$ cat config.mk
export PLATFORM = sky130hd
export DESIGN_NAME = instr_sequencer
export DESIGN_NICKNAME = d
export VERILOG_FILES = /design/src/rtl/instr_sequencer_pkg.sv /design/src/rtl/instr_sequencer_mem.sv /design/src/rtl/instr_sequencer.sv
export SDC_FILE = /design/constraint.sdc
export NUM_CORES = 1
export LEC_CHECK = 0
export CORE_ASPECT_RATIO = 1.75
export CORE_MARGIN = 3
export CORE_UTILIZATION = 45
export CTS_CLUSTER_SIZE = 24
export DETAILED_ROUTE_END_ITERATION = 12
export GPL_ROUTABILITY_DRIVEN = 0
export HOLD_SLACK_MARGIN = 0.02
export PLACE_DENSITY = 0.64
export SETUP_SLACK_MARGIN = 0.15
export SYNTH_ARGS = -nofsm -noshare
export SYNTH_HDL_FRONTEND = slang
export SYNTH_SLANG_ARGS = --single-unit
$ cat constraint.sdc
create_clock -name clk -period 2.33 [get_ports clk]
set_input_delay 0.466 -clock clk [delete_from_list [all_inputs] [get_ports clk]]
set_output_delay 0.466 -clock clk [all_outputs]
set_load 0.03 [all_outputs]
$ cat src/rtl/instr_sequencer_pkg.sv
// rtl/instr_sequencer_pkg.sv - shared types, defaults and instruction field positions for instr_sequencer
package instr_sequencer_pkg;

  localparam int DEFAULT_DEPTH = 16;
  localparam int DEFAULT_IW    = 14;

  localparam int OP_HI     = 13;
  localparam int OP_LO     = 12;
  localparam int WADDR_HI  = 11;
  localparam int WADDR_LO  = 8;
  localparam int RADDR1_HI = 7;
  localparam int RADDR1_LO = 4;
  localparam int RADDR2_HI = 3;
  localparam int RADDR2_LO = 0;

  typedef enum logic [1:0] {
    S_IDLE  = 2'd0,
    S_FETCH = 2'd1,
    S_EXEC  = 2'd2,
    S_DONE  = 2'd3
  } state_t;

endpackage

$ cat src/rtl/instr_sequencer_mem.sv
// rtl/instr_sequencer_mem.sv - DEPTH x IW program store, synchronous write, asynchronous read
module instr_mem #(
  parameter int DEPTH = 16,
  parameter int IW    = 14
) (
  input  logic                     clk,
  input  logic                     i_we,
  input  logic [$clog2(DEPTH)-1:0] i_waddr,
  input  logic [IW-1:0]            i_wdata,
  input  logic [$clog2(DEPTH)-1:0] i_raddr,
  output logic [IW-1:0]            o_rdata
);

  // Contents deliberately carry no reset so a program survives a sequencer reset.
  logic [IW-1:0] r_mem [DEPTH];

  always_ff @(posedge clk) begin
    if (i_we) begin
      r_mem[i_waddr] <= i_wdata;
    end
  end

  assign o_rdata = r_mem[i_raddr];

endmodule

$ cat src/rtl/instr_sequencer.sv
// rtl/instr_sequencer.sv - loads a program into instr_mem and steps it out as FETCH/EXEC pairs
module instr_sequencer
  import instr_sequencer_pkg::*;
#(
  parameter int DEPTH = DEFAULT_DEPTH,
  parameter int IW    = DEFAULT_IW
) (
  input  logic                     clk,
  input  logic                     reset,
  input  logic                     load_valid,
  output logic                     load_ready,
  input  logic [$clog2(DEPTH)-1:0] load_addr,
  input  logic [IW-1:0]            load_data,
  input  logic                     start,
  input  logic [$clog2(DEPTH):0]   prog_len,
  input  logic                     abort,
  output logic [IW-1:0]            instruction,
  output logic                     WE3,
  output logic [$clog2(DEPTH)-1:0] pc,
  output logic                     busy,
  output logic                     done
);

  localparam int AW = $clog2(DEPTH);
  localparam int LW = AW + 1;
  localparam logic [LW-1:0] DEPTH_L = LW'(DEPTH);

  state_t        r_state;
  state_t        w_next;
  logic [AW-1:0] r_pc;
  logic [LW-1:0] r_len;
  logic [IW-1:0] r_instr;

  logic          w_idle;
  logic          w_load_fire;
  logic          w_start_ok;
  logic          w_last;
  logic [LW-1:0] w_len_clamped;
  logic [IW-1:0] w_mem_rdata;

  assign w_idle        = (r_state == S_IDLE);
  assign w_load_fire   = load_valid && w_idle;
  assign w_start_ok    = start && (prog_len != '0);
  assign w_len_clamped = (prog_len > DEPTH_L) ? DEPTH_L : prog_len;
  assign w_last        = ({1'b0, r_pc} == (r_len - LW'(1)));

  instr_mem #(
    .DEPTH (DEPTH),
    .IW    (IW)
  ) u_mem (
    .clk     (clk),
    .i_we    (w_load_fire),
    .i_waddr (load_addr),
    .i_wdata (load_data),
    .i_raddr (r_pc),
    .o_rdata (w_mem_rdata)
  );

  always_ff @(posedge clk or posedge reset) begin
    if (reset) begin
      r_state <= S_IDLE;
    end else begin
      r_state <= w_next;
    end
  end

  always_comb begin
    w_next = r_state;
    case (r_state)
      S_IDLE: begin
        if (w_start_ok) begin
          w_next = S_FETCH;
        end
      end
      S_FETCH: begin
        w_next = abort ? S_IDLE : S_EXEC;
      end
      S_EXEC: begin
        if (abort) begin
          w_next = S_IDLE;
        end else if (w_last) begin
          w_next = S_DONE;
        end else begin
          w_next = S_FETCH;
        end
      end
      S_DONE: begin
        w_next = S_IDLE;
      end
      default: begin
        w_next = S_IDLE;
      end
    endcase
  end

  // pc only advances out of a completed EXEC, so it can never pass len-1 <= DEPTH-1.
  always_ff @(posedge clk or posedge reset) begin
    if (reset) begin
      r_pc    <= '0;
      r_len   <= '0;
      r_instr <= '0;
    end else begin
      if (w_idle && w_start_ok) begin
        r_len <= w_len_clamped;
        r_pc  <= '0;
      end
      if ((r_state == S_FETCH) && !abort) begin
        r_instr <= w_mem_rdata;
      end
      if ((r_state == S_EXEC) && !abort && !w_last) begin
        r_pc <= r_pc + AW'(1);
      end
    end
  end

  // abort gates WE3 combinationally so the datapath never commits an aborted write.
  assign WE3         = (r_state == S_EXEC) && !abort;
  assign busy        = (r_state == S_FETCH) || (r_state == S_EXEC);
  assign done        = (r_state == S_DONE);
  assign load_ready  = w_idle;
  assign instruction = r_instr;
  assign pc          = r_pc;

endmodule
==> impl_metrics.tcl <==
set metrics [dict create \
    synth_warnings 0 \
    vias 4918 \
    syn-cell-area_sq_um 9842 \
    areaGrowthSynthToFinish_pct 21.36 \
    io_buffer_count 49 \
    crit_path_max_incr_delay_ns 0.70 \
    fin_cells 885 \
    die_width_microns 117.8 \
    outcome "complete, no violations" \
    cts_max_level 1 \
    hold_viol 0 \
    min_period_over_period 0.9074 \
    crit_fanout 7 \
    syn_area_per_cell_sq_um 20.13 \
    path_clk_slew_ns 0.07 \
    root_buffer "clkbuf_16" \
    p_leak_nw 3.854 \
    die_area_sq_um 23750 \
    vdd_drop_max_v 0.0005156 \
    finalSetupViolCount 0 \
    grt_pass1_vias 5370 \
    synth_nets 523 \
    pre_cts_ws_ns 0.1628 \
    holdCritPathClass "input port to asynchronous set/reset pin" \
    clk_latency_ns 0.49 \
    slowest_stage "clkdlybuf4s50_1" \
    yosysSeqAreaShare 0.7470 \
    placed_cells 844 \
    layout_setup_ws_ns 0.2159 \
    start_kind "flop" \
    cts_buffers 22 \
    rows 71 \
    synthArstFlopShare 0.1004 \
    dr.pass1.iters 5 \
    ys_ff_latch 249 \
    crit_arrival_ns 1.65 \
    hold_buffers 0 \
    drive_above_1_share 0.2614 \
    wl_per_cell_microns 23.06 \
    grt_usage 0.1749 \
    ant_nets 0 \
    start_util 0.4578 \
    worst-slew-pin-transition_ns 0.7968 \
    layout_commonest_cell "edfxtp_1" \
    worst-path-buf-inv 1 \
    nNetsFinal 611 \
    antenna_found_initial 0 \
    wirelength_mm 20.41 \
    gr-total-overflow 0 \
    drcViolationCount 0 \
    end_kind "output port" \
    num_antenna_cells 0 \
    clock.fmax_mhz 473.0 \
    yosysUniqueCellTypes 39 \
    via_per_inst 5.557 \
    cts_buffer_depth 3 \
    cts_tree "built" \
    die_y_microns 201.6 \
    fin_worst_skew_ns 0.009642 \
    dp_hpwl_mm 13.27 \
    setup_tns_ns 0 \
    grt_pass1_wl_mm 31.94 \
    syn_inst 489 \
    slew_headroom 0.4682 \
    slew_viol_final 0 \
    ios 50 \
    grt_max_degree 24 \
    period_needed_ns 2.114 \
    drv_cap 0 \
    p_per_area_nw_per_um2 966.3 \
    critPathKind "flop to output port" \
    core_sq_um 21500 \
    layout_common_cells "edfxtp_1, mux4_2, clkdlybuf4s50_1" \
    ys.flop_type "edfxtp_1" \
    crit_chain "clkdlybuf4s50_1" \
    rsz0062_at_grt "no" \
    path_delay_family "buffers and inverters" \
    clock_sinks 249 \
    dr.first_iter.drc_count 298 \
    critPathRequiredTime_ns 1.86 \
    synth_enable_flop_cells 224 \
]
-- logic make-up (layout without fill, tap and decap cells) --
family / after synthesis / count (layout) / synth area share
AOI/OAI and AO/OA: 35 / 35 / 0.02784
xor gates and xnor gates: 6 / 6 / 0.005340
adders and majority gates: 6 / 6 / 0.007628
buffers and inverters: 32 / 136 / 0.01627
DFF: 249 / 249 / 0.7470
muxes: 90 / 90 / 0.1606
and+or+nand+nor: 71 / 71 / 0.03534
-- worst paths after layout --
path	startpoint	to	slack [ns]	cells past startpoint
min in group clk	instruction[0]$_DFFE_PP0P_	instruction[0]$_DFFE_PP0P_	0.53	1
worst max-delay path	pc[2]$_DFFE_PP0P_	pc[2]	0.22	1
worst min register to register	instruction[0]$_DFFE_PP0P_	instruction[0]$_DFFE_PP0P_	0.53	1
worst min-delay path	reset	instruction[0]$_DFFE_PP0P_	0.42	2
max in group asynchronous	reset	instruction[7]$_DFFE_PP0P_	1.33	3
worst max register to register	pc[0]$_DFFE_PP0P_	instruction[9]$_DFFE_PP0P_	0.27	4
-- power breakdown --
part / leakage [nW] / switching, mW / total, mW / internal (mW)
combinational: 1.13 / 1.11 / 2.13 / 1.02
sequential: 2.33 / 0.209 / 5.35 / 5.14
clock: 0.398 / 1.55 / 4.07 / 2.52
total: 3.85 / 2.87 / 11.5 / 8.67
-- metal layers --
layer  vias to the layer above  track usage  routed length, microns
met4                         0      0.04151                     322
li1                       2174            -                       -
met2                       120       0.3285                   11330
met1                      2598       0.2149                    7967
met5                         -            0                       0
met3                        26      0.02081                     789
-- cells in the mapped netlist (7+ instances only) --
cell type,number,share of area
a221o_1,12,0.012
buf_2,8,0.0041
clkbuf_1,10,0.0038
dfrtp_1,25,0.064
edfxtp_1,224,0.68
inv_1,7,0.0027
mux2_2,17,0.019
mux2i_1,21,0.021
mux4_2,50,0.11
nand2_1,16,0.0061
nand2b_1,10,0.0064
nor2_1,17,0.0065
nor3_1,18,0.0092
o21ai_0,9,0.0046
-- final cells by class --
| class | count | area, sq um |
|---|---|---|
| clock inverter | 11 | 215.2 |
| multi-input combinational | 208 | 2376 |
| fill | 1659 | 9554 |
| inverter | 7 | 26.28 |
| timing repair buffer | 89 | 992.2 |
| tap | 292 | 365.4 |
| clock buffer | 29 | 608.1 |
| sequential | 249 | 7361 |
-- flip-flops by register name, indices dropped and copies added, names as in the netlist --
register     cells
r_len            5
pc               4
instruction     14
r_state          2
u_mem.r_mem    224
-- per-stage QoR --
stage               power (mW)  hold slack (ns)  cell area [sq um]    util
detailed placement       7.576           0.5119              11100  0.5164
finish                   11.54           0.4185              11940  0.5556
floorplan                6.736           0.4728               9871       -
global placement         7.515           0.5101              11100  0.5164
global route             11.97           0.4853              11940  0.5556
CTS                      11.61           0.4423              11920  0.5546
-- timing repair --
action                                 CTS  global route
gates resized for setup                  7             4
setup buffers                            0             1
pin swaps                                0             0
setup endpoints to repair                5            29
endpoints found under the hold margin    0             0
Power figures use the tool's default switching activity.
